--- config.mk ---
export PLATFORM = sky130hd
export DESIGN_NAME = fpu_issue_ctrl_flat
export DESIGN_NICKNAME = d
export VERILOG_FILES = /design/src/rtl/fpu_issue_if.sv /design/src/rtl/fpu_issue_ctrl.sv /design/src/flat_wrapper.sv
export SDC_FILE = /design/constraint.sdc
export NUM_CORES = 1
export LEC_CHECK = 0
export ABC_CLOCK_PERIOD_IN_PS = 4900
export CAP_MARGIN = 10
export CORE_MARGIN = 2
export CORE_UTILIZATION = 42
export DETAILED_ROUTE_END_ITERATION = 8
export GPL_TIMING_DRIVEN = 0
export PLACE_DENSITY = 0.86
export SYNTH_ARGS = -nofsm -noshare
export SYNTH_HDL_FRONTEND = slang
export SYNTH_SLANG_ARGS = --single-unit
export TNS_END_PERCENT = 10
--- constraint.sdc ---
create_clock -name clk -period 4.9 [get_ports clk]
set_clock_uncertainty 0.2 [all_clocks]
set_input_delay 1.47 -clock clk [delete_from_list [all_inputs] [get_ports clk]]
set_output_delay 1.47 -clock clk [all_outputs]
set_load 0.03 [all_outputs]
--- src/rtl/fpu_issue_if.sv ---
// Request/response channel between the FPU arbitration tree and the issue controller.
interface fpu_issue_if #(
    parameter int ID_WIDTH         = 9,
    parameter int NB_APU_ARGS      = 2,
    parameter int APU_OPCODE_WIDTH = 5,
    parameter int FLAG_WIDTH       = 6,
    parameter int STATUS_WIDTH     = 5,
    parameter int DATA_WIDTH       = 32
);
    logic                              data_req;
    logic [NB_APU_ARGS*DATA_WIDTH-1:0] data_operands;
    logic [APU_OPCODE_WIDTH-1:0]       data_op;
    logic [ID_WIDTH-1:0]               data_id;
    logic [FLAG_WIDTH-1:0]             data_flag;
    logic                              data_gnt;
    logic                              data_r_valid;
    logic [ID_WIDTH-1:0]               data_r_id;
    logic [DATA_WIDTH-1:0]             data_r_rdata;
    logic [STATUS_WIDTH-1:0]           data_r_flag;

    // Requester side (arbitration tree / response decoder)
    modport master (
        output data_req, data_operands, data_op, data_id, data_flag,
        input  data_gnt, data_r_valid, data_r_id, data_r_rdata, data_r_flag
    );

    // Controller side
    modport slave (
        input  data_req, data_operands, data_op, data_id, data_flag,
        output data_gnt, data_r_valid, data_r_id, data_r_rdata, data_r_flag
    );
endinterface

--- src/rtl/fpu_issue_ctrl.sv ---
// FPU issue/writeback controller: steers arbitrated requests to the pipelined
// unit or the iterative div/sqrt unit, tracks requester IDs through both, and
// merges results onto one registered response channel with a 1-entry hold
// register for pipe/div writeback collisions.
module fpu_issue_ctrl #(
    parameter int ID_WIDTH         = 9,
    parameter int NB_APU_ARGS      = 2,
    parameter int APU_OPCODE_WIDTH = 5,
    parameter int FLAG_WIDTH       = 6,
    parameter int STATUS_WIDTH     = 5,
    parameter int DATA_WIDTH       = 32,
    parameter int PIPE_LAT         = 2,
    parameter logic [APU_OPCODE_WIDTH-1:0] DIV_OP  = 5'd4,
    parameter logic [APU_OPCODE_WIDTH-1:0] SQRT_OP = 5'd5
) (
    input  logic                              clk,
    input  logic                              rst_n,
    fpu_issue_if.slave                        data,
    output logic                              fpu_pipe_valid_o,
    output logic                              fpu_div_valid_o,
    output logic [NB_APU_ARGS*DATA_WIDTH-1:0] fpu_operands_o,
    output logic [APU_OPCODE_WIDTH-1:0]       fpu_op_o,
    output logic [FLAG_WIDTH-1:0]             fpu_flag_o,
    input  logic [DATA_WIDTH-1:0]             fpu_pipe_result_i,
    input  logic [STATUS_WIDTH-1:0]           fpu_pipe_status_i,
    input  logic                              fpu_div_ready_i,
    input  logic                              fpu_div_done_i,
    input  logic [DATA_WIDTH-1:0]             fpu_div_result_i,
    input  logic [STATUS_WIDTH-1:0]           fpu_div_status_i
);

    logic                    is_div;
    logic                    accept;
    logic                    gnt;
    logic                    pipe_tail;
    logic                    div_done;

    logic                    pipe_vld_reg  [PIPE_LAT];
    logic                    pipe_vld_next [PIPE_LAT];
    logic [ID_WIDTH-1:0]     pipe_id_reg   [PIPE_LAT];
    logic [ID_WIDTH-1:0]     pipe_id_next  [PIPE_LAT];

    logic                    div_busy_reg;
    logic [ID_WIDTH-1:0]     div_id_reg;

    logic                    hold_valid_reg;
    logic [ID_WIDTH-1:0]     hold_id_reg;
    logic [DATA_WIDTH-1:0]   hold_data_reg;
    logic [STATUS_WIDTH-1:0] hold_status_reg;

    logic                    r_valid_reg;
    logic [ID_WIDTH-1:0]     r_id_reg;
    logic [DATA_WIDTH-1:0]   r_data_reg;
    logic [STATUS_WIDTH-1:0] r_status_reg;

    // Classify the request and decide whether its target unit can take it.
    // A pending hold blocks every issue so the pipe drains and the hold empties.
    always_comb begin
        is_div = (data.data_op == DIV_OP) || (data.data_op == SQRT_OP);
        accept = is_div ? (!div_busy_reg && !hold_valid_reg && fpu_div_ready_i)
                        : !hold_valid_reg;
        gnt    = rst_n && data.data_req && accept;
    end

    assign data.data_gnt    = gnt;
    assign fpu_pipe_valid_o = gnt && !is_div;
    assign fpu_div_valid_o  = gnt && is_div;
    assign fpu_operands_o   = data.data_operands;
    assign fpu_op_o         = data.data_op;
    assign fpu_flag_o       = data.data_flag;

    assign data.data_r_valid = r_valid_reg;
    assign data.data_r_id    = r_id_reg;
    assign data.data_r_rdata = r_data_reg;
    assign data.data_r_flag  = r_status_reg;

    // Tail of the tracker lines up with the pipe result; done only counts while a div is outstanding.
    assign pipe_tail = pipe_vld_reg[PIPE_LAT-1];
    assign div_done  = fpu_div_done_i && div_busy_reg;

    // Pipe tracker shift path: stage 0 loads the issue, later stages follow the previous one.
    assign pipe_vld_next[0] = gnt && !is_div;
    assign pipe_id_next[0]  = data.data_id;
    generate
        for (genvar gi = 1; gi < PIPE_LAT; gi++) begin : g_pipe_stage
            assign pipe_vld_next[gi] = pipe_vld_reg[gi-1];
            assign pipe_id_next[gi]  = pipe_id_reg[gi-1];
        end
    endgenerate

    // Advance the pipe tracker; reset drops everything in flight.
    always_ff @(posedge clk) begin
        if (!rst_n) begin
            for (int i = 0; i < PIPE_LAT; i++) begin
                pipe_vld_reg[i] <= 1'b0;
            end
        end else begin
            pipe_vld_reg <= pipe_vld_next;
        end
        pipe_id_reg <= pipe_id_next;
    end

    // Div tracker: busy from issue until a qualified done pulse.
    always_ff @(posedge clk) begin
        if (!rst_n) begin
            div_busy_reg <= 1'b0;
        end else if (gnt && is_div) begin
            div_busy_reg <= 1'b1;
        end else if (div_done) begin
            div_busy_reg <= 1'b0;
        end
        if (gnt && is_div) begin
            div_id_reg <= data.data_id;
        end
    end

    // Capture the div result when it loses the writeback slot to the pipe tail.
    always_ff @(posedge clk) begin
        if (pipe_tail && div_done) begin
            hold_id_reg     <= div_id_reg;
            hold_data_reg   <= fpu_div_result_i;
            hold_status_reg <= fpu_div_status_i;
        end
    end

    // Writeback arbitration: pipe tail, then the hold register, then a direct div done.
    always_ff @(posedge clk) begin
        if (!rst_n) begin
            r_valid_reg    <= 1'b0;
            r_id_reg       <= '0;
            r_data_reg     <= '0;
            r_status_reg   <= '0;
            hold_valid_reg <= 1'b0;
        end else begin
            r_valid_reg <= pipe_tail || hold_valid_reg || div_done;
            if (pipe_tail) begin
                r_id_reg     <= pipe_id_reg[PIPE_LAT-1];
                r_data_reg   <= fpu_pipe_result_i;
                r_status_reg <= fpu_pipe_status_i;
                if (div_done) begin
                    hold_valid_reg <= 1'b1;
                end
            end else if (hold_valid_reg) begin
                r_id_reg       <= hold_id_reg;
                r_data_reg     <= hold_data_reg;
                r_status_reg   <= hold_status_reg;
                hold_valid_reg <= 1'b0;
            end else if (div_done) begin
                r_id_reg     <= div_id_reg;
                r_data_reg   <= fpu_div_result_i;
                r_status_reg <= fpu_div_status_i;
            end
        end
    end

endmodule

--- src/flat_wrapper.sv ---
// flat-port wrapper written by rule: the top's interface ports become plain ports
module fpu_issue_ctrl_flat 
#(
    parameter int ID_WIDTH         = 9,
    parameter int NB_APU_ARGS      = 2,
    parameter int APU_OPCODE_WIDTH = 5,
    parameter int FLAG_WIDTH       = 6,
    parameter int STATUS_WIDTH     = 5,
    parameter int DATA_WIDTH       = 32,
    parameter int PIPE_LAT         = 2,
    parameter logic [APU_OPCODE_WIDTH-1:0] DIV_OP  = 5'd4,
    parameter logic [APU_OPCODE_WIDTH-1:0] SQRT_OP = 5'd5
)
  (clk, rst_n, fpu_pipe_valid_o, fpu_div_valid_o, fpu_operands_o, fpu_op_o, fpu_flag_o, fpu_pipe_result_i, fpu_pipe_status_i, fpu_div_ready_i, fpu_div_done_i, fpu_div_result_i, fpu_div_status_i, data_data_req, data_data_operands, data_data_op, data_data_id, data_data_flag, data_data_gnt, data_data_r_valid, data_data_r_id, data_data_r_rdata, data_data_r_flag);
  fpu_issue_if #(.ID_WIDTH(ID_WIDTH), .NB_APU_ARGS(NB_APU_ARGS), .APU_OPCODE_WIDTH(APU_OPCODE_WIDTH), .FLAG_WIDTH(FLAG_WIDTH), .STATUS_WIDTH(STATUS_WIDTH), .DATA_WIDTH(DATA_WIDTH)) data_i ();
  input  logic clk;
  input  logic rst_n;
  output logic fpu_pipe_valid_o;
  output logic fpu_div_valid_o;
  output logic [NB_APU_ARGS*DATA_WIDTH-1:0] fpu_operands_o;
  output logic [APU_OPCODE_WIDTH-1:0] fpu_op_o;
  output logic [FLAG_WIDTH-1:0] fpu_flag_o;
  input  logic [DATA_WIDTH-1:0] fpu_pipe_result_i;
  input  logic [STATUS_WIDTH-1:0] fpu_pipe_status_i;
  input  logic fpu_div_ready_i;
  input  logic fpu_div_done_i;
  input  logic [DATA_WIDTH-1:0] fpu_div_result_i;
  input  logic [STATUS_WIDTH-1:0] fpu_div_status_i;
  input wire logic [$bits(data_i.data_req)-1:0] data_data_req;
  input wire logic [$bits(data_i.data_operands)-1:0] data_data_operands;
  input wire logic [$bits(data_i.data_op)-1:0] data_data_op;
  input wire logic [$bits(data_i.data_id)-1:0] data_data_id;
  input wire logic [$bits(data_i.data_flag)-1:0] data_data_flag;
  output wire logic [$bits(data_i.data_gnt)-1:0] data_data_gnt;
  output wire logic [$bits(data_i.data_r_valid)-1:0] data_data_r_valid;
  output wire logic [$bits(data_i.data_r_id)-1:0] data_data_r_id;
  output wire logic [$bits(data_i.data_r_rdata)-1:0] data_data_r_rdata;
  output wire logic [$bits(data_i.data_r_flag)-1:0] data_data_r_flag;
  assign data_i.data_req = data_data_req;
  assign data_i.data_operands = data_data_operands;
  assign data_i.data_op = data_data_op;
  assign data_i.data_id = data_data_id;
  assign data_i.data_flag = data_data_flag;
  assign data_data_gnt = data_i.data_gnt;
  assign data_data_r_valid = data_i.data_r_valid;
  assign data_data_r_id = data_i.data_r_id;
  assign data_data_r_rdata = data_i.data_r_rdata;
  assign data_data_r_flag = data_i.data_r_flag;
  fpu_issue_ctrl #(.ID_WIDTH(ID_WIDTH), .NB_APU_ARGS(NB_APU_ARGS), .APU_OPCODE_WIDTH(APU_OPCODE_WIDTH), .FLAG_WIDTH(FLAG_WIDTH), .STATUS_WIDTH(STATUS_WIDTH), .DATA_WIDTH(DATA_WIDTH), .PIPE_LAT(PIPE_LAT), .DIV_OP(DIV_OP), .SQRT_OP(SQRT_OP)) u_core (.clk(clk), .rst_n(rst_n), .data(data_i), .fpu_pipe_valid_o(fpu_pipe_valid_o), .fpu_div_valid_o(fpu_div_valid_o), .fpu_operands_o(fpu_operands_o), .fpu_op_o(fpu_op_o), .fpu_flag_o(fpu_flag_o), .fpu_pipe_result_i(fpu_pipe_result_i), .fpu_pipe_status_i(fpu_pipe_status_i), .fpu_div_ready_i(fpu_div_ready_i), .fpu_div_done_i(fpu_div_done_i), .fpu_div_result_i(fpu_div_result_i), .fpu_div_status_i(fpu_div_status_i));
endmodule
* After elaboration in Yosys (flattened, before gate mapping) *
Cells that the tools add are included.

operators by class
  add/sub/neg operators = 0
  multiply operators = 0
  div/mod/pow operators = 0
  magnitude comparators = 0
  equality and inequality tests = 2
  shift operators = 0
  muxes and demuxes = 12
  bitwise operators = 0
  reductions and logical operators = 17

operators with widths
  operator                                                                count
  32-bit two-way mux                                                      3
  9-bit two-way mux                                                       3
  5-bit two-way mux                                                       3
  5-bit by 3-bit equality test with 1-bit output (second input constant)  2
  1-bit logical AND                                                       8
  1-bit logical NOT                                                       3
  1-bit logical OR                                                        3
  1-bit two-way mux                                                       3
  3-bit nonzero test                                                      1
  2-bit AND reduction                                                     1
  2-bit nonzero test                                                      1

storage, ports and cells
  flip-flop bits (word level) = 124
  latch bits = 0
  memory bits (writable) = 0
  ROM bits = 0
  output and inout bits = 125
  memories kept = 0

* Logic depth before layout (Yosys ltp) *
Gate-level depths: netlist of the first run.

  depth in word-level cells = 7
  depth in mapped cells = 6

* Worst setup path before layout of the first run *
OpenSTA, ideal clock, no wires.

  kind = input -> output
  start = input data_data_op[1]
  end = output fpu_div_valid_o
  arrival = 2.581 ns
  data required time = 3.230 ns
  slack = 0.649 ns
  stages on the path = 2
  path buffers = 0
  cells stage by stage = or4b_4 nor3_4

between the ends
  longest elaborated chain between the ends = 5
  elaborated cells between the ends (all ways) = 6
  classes of those cells = eq/ne (2); mux (1); reduce/logical (3)

RTL lines
  what                                            line                  text
  start, declared                                 flat_wrapper.sv:31    input wire logic [$bits(data_i.data_op)-1:0] data_data_op;
  5-bit by 3-bit equality test with 1-bit output  fpu_issue_ctrl.sv:59  is_div = (data.data_op == DIV_OP) || (data.data_op == SQRT_OP);
  1-bit logical OR *                              fpu_issue_ctrl.sv:59
  1-bit two-way mux                               fpu_issue_ctrl.sv:60  accept = is_div ? (!div_busy_reg && !hold_valid_reg && fpu_div_ready_i)
  1-bit logical AND                               fpu_issue_ctrl.sv:62  gnt = rst_n && data.data_req && accept;
  1-bit logical AND *                             fpu_issue_ctrl.sv:67  assign fpu_div_valid_o = gnt && is_div;
  end, declared                                   flat_wrapper.sv:19    output logic fpu_div_valid_o;

Mark *: on every way between the ends. The rest lies on a longest branch, timed or not.

* Worst setup path in the final report of the first run *
Ends and elaborated chain as after synthesis.

==> summary.md, run 1 <==
| Metric | Value |
|---|---|
| Crit end category | output pin |
| Ys Warns | 0 |
| Vias | 4070 |
| Flop2flop setup slack | 2610 ps |
| Seq pwr share | just over 40% |
| GP Congestion | 0.771 |
| Clock buffer depth | 2 |
| Netlist cell types | 24 |
| Total Wirelength | around 15000 um |
| Post-Syn Instances | 427 |
| Core area | 12100 um2 |
| Post-route ant nets | 0 |
| Fillers | 847 |
| Die ar. | approximately 13000 um2 |
| CTS tree | yes |
| Area growth syn-to-layout | 57.4% |
| CTS Root Buffer Type | clkbuf_16 |
| Nets | 827 |
| Mux cell area share after synthesis | under 10% |
| Setup slack after layout | 103 ps |
| Combinational Power Share | 14.5% |
| First-pass GRT wire length | 21800 um |
| Post-synth top cells | 78 x buf_4, 69 x dfxtp_1, 55 x edfxtp_1 |
| FMAX | approximately 0.21 GHz |
| Main area contributors after synthesis | edfxtp_1 32%, dfxtp_1 27%, buf_4 11%, mux2i_1 8.9%, a22o_1 7.8% |
| Synth Area in Compound Gates | approximately an eighth |
| Largest family of logic cells by synthesized area | buffers and inverters |
| Worst path cell trace | clkdlybuf4s50_1 > or4b_4 > nor3_4 > dlygate4sd2_1 |
| Final Setup Violations | 0 |
| Congestion Overflow GR | 0 |
| Hold Vio Cnt, Final | 0 |
| Vias/cell | between 4 and 5 |
| Post-route total power | about 0.0027 W |
| Drt drc | 0 |
| Worst-skew pair later-pin latency | 410 ps |
| Max stage delay on crit path | 570 ps |
| Worst min-delay path category | reg -> reg |
| Post-Synth Simple-Gate Area | 5.35% |
| Number of DRC markers in iteration 0 | roughly 170 |
| Status | completed |
| Yosys top cell area share | between 30% and 40% |
| Synthesized area per cell | 12.2 um2 |
| Ys async rst share | 0% |
| Hpwl dp | 11000 um |
| Actual slew at the worst max-slew pin | 644 ps |
| CP Capture Point | fpu_div_valid_o |
| CP Data Arrival Time | 3130 ps |
| CP startpoint | data_data_op[1] |
| Sequential fraction of the synthesis area | 58.4% |
| Synth Area in XOR/XNOR | 0% |
| Post-Synth Adder-Cell Area | 0% |
| Cell Pwr Density | 333 nW/um2 |
| Max Cap Violations | 0 |
| Total Routing Usage GR | 21.5% |
| Crit path required time | 3230 ps |
| Drt pass-1 iters | 4 |
| R2R Path End | u_core.hold_data_reg[10]$_DFFE_PP_ |
| Most frequent cell after synthesis | buf_4 |
| FF-to-FF path depth | 3 |
| Net Sw Power | 0.000697 W |
| Ratio of cells with drive above 1 in the final layout | 20.1% |
| Leak pwr | roughly 3.1 nW |
| Cts bufs inserted | 17 |
| Max-slew headroom | 57.0% |
| Cell accounting for the most synthesized area | edfxtp_1 |
| Place WS | -599 ps |
| Final min period | 4800 ps |
| Num Clock Sinks | approximately 120 |
| Vias in the first global route | 4257 |
| Sw frac | 25.6% |
| Initial Util | 43.0% |
| RSZ-0062 raised after global routing | no |
| Post-Route Utilization | around two thirds |
| WL/cell | approximately 17 um |
| N_diodes | 0 |
| Crit path max fanout | 3 |
| Startpoint types | input port |
| Port Buf Inserts | 216 |
| CTS H-Tree Depth | 4 |
| Slew Viols, Final | 0 |
| Worst Path Class, Setup | in -> out |
| Final Cycle Share | 97.9% |
| Setup TNS Final | 0 ps |
| EDFF count, synth | 55 |
| Die Ht | 115 um |
| Post-synth top flop | dfxtp_1 |
| Post-Syn Area | 5190 um2 |
| # IOs | 288 |
| Initial antenna violation count | 0 |
| Peak supply drop | 0.218 mV |
| Pin count of the biggest net entering global routing | 25 |
| Clock slew at reported path FFs | 60 ps |
| #FFs+latches synth | 124 |
| Fin Hold WS | 127 ps |
| Rows | 40 |
| Die X | 115 um |
| Int Pwr | 0.00203 W |
| FF-to-FF Start | u_core.pipe_tail$_SDFF_PN0_ |
| Net Count, Synth | 590 |
| Clock network fraction of total power | roughly 45% |
| Worst path slowest cell | or4b_4 |
==> logic make-up after synthesis <==
kind of cell	Yosys count
flops	124
mux	46
buf+inv	102
simple gates	59
compound gates	96
==> layout by cell type, fill, tap and decap left out, drive strengths merged, types with 3 or more instances in the layout <==
master,instances
clkbuf,22
a22o,46
o21ai,46
mux2i,46
dfxtp,69
edfxtp,55
clkdlybuf4s50,215
buf,99
inv,10
nand2,47
nor2,3
==> worst min-delay path by stage <==
| stage | depth (start not counted) | slack (ps) | endpoint | from |
|---|---|---|---|---|
| final | 0 | 130 | u_core.pipe_id_reg[2]$_DFF_P_ | u_core.pipe_id_next[2]$_DFF_P_ |
| after CTS | 0 | 130 | u_core.pipe_id_reg[4]$_DFF_P_ | u_core.pipe_id_next[4]$_DFF_P_ |
| after global routing | 0 | 140 | u_core.pipe_id_reg[0]$_DFF_P_ | u_core.pipe_id_next[0]$_DFF_P_ |
| after detailed placement | 0 | 110 | u_core.pipe_id_reg[3]$_DFF_P_ | u_core.pipe_id_next[3]$_DFF_P_ |
| after global placement | 0 | 110 | u_core.pipe_id_reg[2]$_DFF_P_ | u_core.pipe_id_next[2]$_DFF_P_ |
| after floorplan | 0 | 110 | u_core.pipe_id_reg[0]$_DFF_P_ | u_core.pipe_id_next[0]$_DFF_P_ |
==> power groups by stage <==
stage | Clock, W | Sequential, W | Combinational (W)
after floorplan | 0 | 0.00116 | 0.000176
after global placement | 0 | 0.00113 | 0.000390
after detailed placement | 0 | 0.00113 | 0.000396
after CTS | 0.00123 | 0.00111 | 0.000398
after global routing | 0.00128 | 0.00111 | 0.000417
final | 0.00122 | 0.00111 | 0.000396
==> repair_timing <==
action,in CTS,in global routing
hold buffers,0,0
resized for setup,1,1
buffers inserted,1,0
pin swaps,1,0
setup endpoints to repair,1,2
==> layer usage <==
layer | up-vias | track usage, % | part of all wire, %
met3 | 26 | 6.22 | 6.5
met2 | 184 | 39.5 | 54
met5 | - | 0 | 0
met1 | 1932 | 23.6 | 37
li1 | 1928 | - | -
met4 | 0 | 7.39 | 2.1
==> layout make-up <==
cell class | count | area, um2 | share of cell area, %
Clock buffer | 18 | 429 | 5.25
Clock inverter | 14 | 146 | 1.79
Timing Repair Buffer | 218 | 2190 | 26.8
Sequential cell | 124 | 3030 | 37.1
Multi-Input combinational cell | 201 | 1410 | 17.3
Tap cell | 168 | 210 | 2.57
Buffer | 101 | 752 | 9.20
Inverter | 1 | 3.75 | 0.0459
==> worst max-delay path: cells and delay by family <==
kind / cells / cell delay (ps)
buffers and inverters: 2 / 890
AND/OR/NAND/NOR: 2 / 770
==> stage by stage <==
stage / instance area, um2 / instances
3_3_place_gp: 7560 / 811
2_1_floorplan: 5190 / 427
5_1_grt: 8170 / 845
3_5_place_dp: 7580 / 812
4_1_cts: 8170 / 845
6_report: 8170 / 845
(Power assumes the default switching activity.)
==> run 2: changes to the inputs <==
CORE_UTILIZATION = 35   (was 42)
PLACE_DENSITY = 0.74   (was 0.86)
==> run 2 against run 1 <==
Sequential share of layout area shrank 0.13 points. Via count shrank 1.4%. Worst hold slack got worse by 3.6 ps. Clock power barely moved. Clock-buffer cell count is 1 higher. Register-to-register slack gained 30 ps. Sequential power barely moved. Flip-flop and latch count unchanged. Global-route usage is 2.6 points lower. Combinational power about the same. Largest cell class unchanged. Largest power group unchanged. Highest routed layer unchanged.
==> summary.md, run 2 (same netlist as run 1, synthesis figures left out) <==
| Metric | Value |
|---|---|
| CTS Root Buffer Type | clkbuf_16 (unchanged) |
| Vias/cell | 4.66 (was 4.82) |
| # IOs | 288 (unchanged) |
| Pin count of the biggest net entering global routing | 27 (was 25) |
| Drt drc | 0 (unchanged) |
| Worst path slowest cell | or4b_4 (unchanged) |
| Final Cycle Share | 98.2% (was 97.9%) |
| Area of the multi-input gates | 1410 um2 (unchanged) |
| Cell Area, Placed | 7600 um2 (was 7580 um2) |
| Final std cells w/o fill | 861 (was 845) |
| Clock buffer depth | 2 (unchanged) |
| Drt pass-1 iters | 4 (unchanged) |
| Commonest non-fill, non-tap cell in the layout | clkdlybuf4s50_1 (unchanged) |
| First-pass GRT wire length | 23300 um (was 21800 um) |
| Die Ht | 126 um (was 115 um) |
| Total Wirelength | 15000 um (was 14600 um) |
| Setup slack after layout | 87.8 ps (was 103 ps) |
| Placed cell count | 828 (was 812) |
| Place WS | -583 ps (was -599 ps) |
| Max stage delay on crit path | 570 ps (about the same) |
| Crit path max fanout | 3 (unchanged) |
| Port Buf Inserts | 216 (unchanged) |
| Slew Viols, Final | 0 (unchanged) |
| Sequential standard cell area | 3030 um2 (unchanged) |
| Worst-skew pair later-pin latency | 410 ps (about the same) |
| Die ar. | 15800 um2 (was 13300 um2) |
| Die X | 126 um (was 115 um) |
| Seq pwr share | 40.8% (about the same) |
| Initial Util | 35.7% (was 43.0%) |
| Vias | 4011 (was 4070) |
| Sw frac | 24.8% (was 25.6%) |
| Area growth syn-to-layout | 58.0% (was 57.4%) |
| Clock slew at reported path FFs | 60 ps (about the same) |
| Leak pwr | 3.07 nW (was 3.06 nW) |
| Combinational Power Share | 14.6% (was 14.5%) |
| Initial antenna violation count | 0 (unchanged) |
| CP Data Arrival Time | 3140 ps (was 3130 ps) |
| Worst min-delay path category | reg -> reg (unchanged) |
| Hpwl dp | 11300 um (was 11000 um) |
| RSZ-0062 raised after global routing | no (unchanged) |
| Number of DRC markers in iteration 0 | 147 (was 173) |
| Peak supply drop | 0.210 mV (was 0.218 mV) |
| N_diodes | 0 (unchanged) |
| Ratio of cells with drive above 1 in the final layout | 20.1% (unchanged) |
| Final Setup Violations | 0 (unchanged) |
| Max Cap Violations | 0 (unchanged) |
| Worst Path Class, Setup | in -> out (unchanged) |
| FMAX | 0.208 GHz (about the same) |
| Vias in the first global route | 4338 (was 4257) |
| Post-Route Utilization | 56.4% (was 67.8%) |
| Num Clock Sinks | 124 (unchanged) |
| Int Pwr | 0.00205 W (was 0.00203 W) |
| Post-route cell area | 8200 um2 (was 8170 um2) |
| Clock network fraction of total power | 44.6% (about the same) |
| Nets | 827 (unchanged) |
| Post-route ant nets | 0 (unchanged) |
| Worst path cell trace | clkdlybuf4s50_1 > or4b_4 > nor3_4 > dlygate4sd2_1 (unchanged) |
| Actual slew at the worst max-slew pin | 579 ps (was 644 ps) |
| CTS H-Tree Depth | 4 (unchanged) |
| Startpoint types | input port (unchanged) |
| Rows | 44 (was 40) |
| Most frequent cells in the layout | 215 x clkdlybuf4s50_1, 79 x buf_4, 69 x dfxtp_1 (unchanged) |
| Cts bufs inserted | 17 (unchanged) |
| Final min period | 4810 ps (was 4800 ps) |
| Status | completed (unchanged) |
| Crit end category | output pin (unchanged) |
| Hold Vio Cnt, Final | 0 (unchanged) |
| Core area | 14500 um2 (was 12100 um2) |
| GP Congestion | 0.813 (was 0.771) |
| Crit path required time | 3230 ps (about the same) |
| Cell Pwr Density | 332 nW/um2 (was 333 nW/um2) |
| Net Sw Power | 0.000676 W (was 0.000697 W) |
| Total Routing Usage GR | 18.9% (was 21.5%) |
| CTS tree | yes (unchanged) |
| Max-slew headroom | 61.4% (was 57.0%) |
| WL/cell | 17.4 um (was 17.3 um) |
| Fillers | 1192 (was 847) |
| Congestion Overflow GR | 0 (unchanged) |
[run 2: what timing repair did]
item	CTS	global route
gates resized for setup	2	0
setup endpoints to repair	2	0
buffers inserted	1	0
hold buffers	0	0
[run 2: critical path: cells and delay by family]
kind / cells / cell delay [ps]
buffers and inverters: 2 / 880
and+or+nand+nor: 2 / 780
[run 2: metal layers]
| layer | vias up | track usage (%) | share of wire [%] | routed length [um] |
|---|---|---|---|---|
| li1 | 1939 | - | - | - |
| met1 | 1896 | 21.2 | 38 | 5710 |
| met2 | 168 | 34.5 | 54 | 8130 |
| met3 | 8 | 6.20 | 7.2 | 1080 |
| met4 | 0 | 4.98 | 0.64 | 96 |
| met5 | - | 0 | 0 | 0 |
[run 2: metrics by stage]
| step | TNS (ps) | hold slack [ps] | power (W) |
|---|---|---|---|
| global placement | -551 | 110 | 0.00153 |
| CTS | 0 | 125 | 0.00275 |
| detailed placement | -583 | 113 | 0.00153 |
| finish | 0 | 123 | 0.00272 |
| floorplan | 0 | 110 | 0.00134 |
| global route | 0 | 130 | 0.00281 |
[run 2: power by group through the flow]
stage	clock network (W)	logic [W]	registers [W]
CTS	0.00124	0.000401	0.00111
finish	0.00122	0.000397	0.00111
global placement	0	0.000393	0.00113
detailed placement	0	0.000399	0.00113
floorplan	0	0.000176	0.00116
global route	0.00128	0.000419	0.00111
[run 2: area by class of cell]
class	count	share of cell area [%]
Timing Repair Buffer	218	26.7
Inverter	1	0.0458
Tap cell	184	2.81
Buffer	101	9.17
Clock inverter	13	1.59
Clock buffer	19	5.54
Sequential cell	124	37.0
Multi-Input combinational cell	201	17.2
[run 2: final timing paths]
path,start,to,slack (ps),cells past startpoint
max,data_data_op[1],fpu_div_valid_o,90,4
min,u_core.pipe_id_next[4]$_DFF_P_,u_core.pipe_id_reg[4]$_DFF_P_,120,0
max reg2reg,u_core.pipe_tail$_SDFF_PN0_,u_core.hold_data_reg[11]$_DFFE_PP_,2640,3
min reg2reg,u_core.pipe_id_next[4]$_DFF_P_,u_core.pipe_id_reg[4]$_DFF_P_,120,0
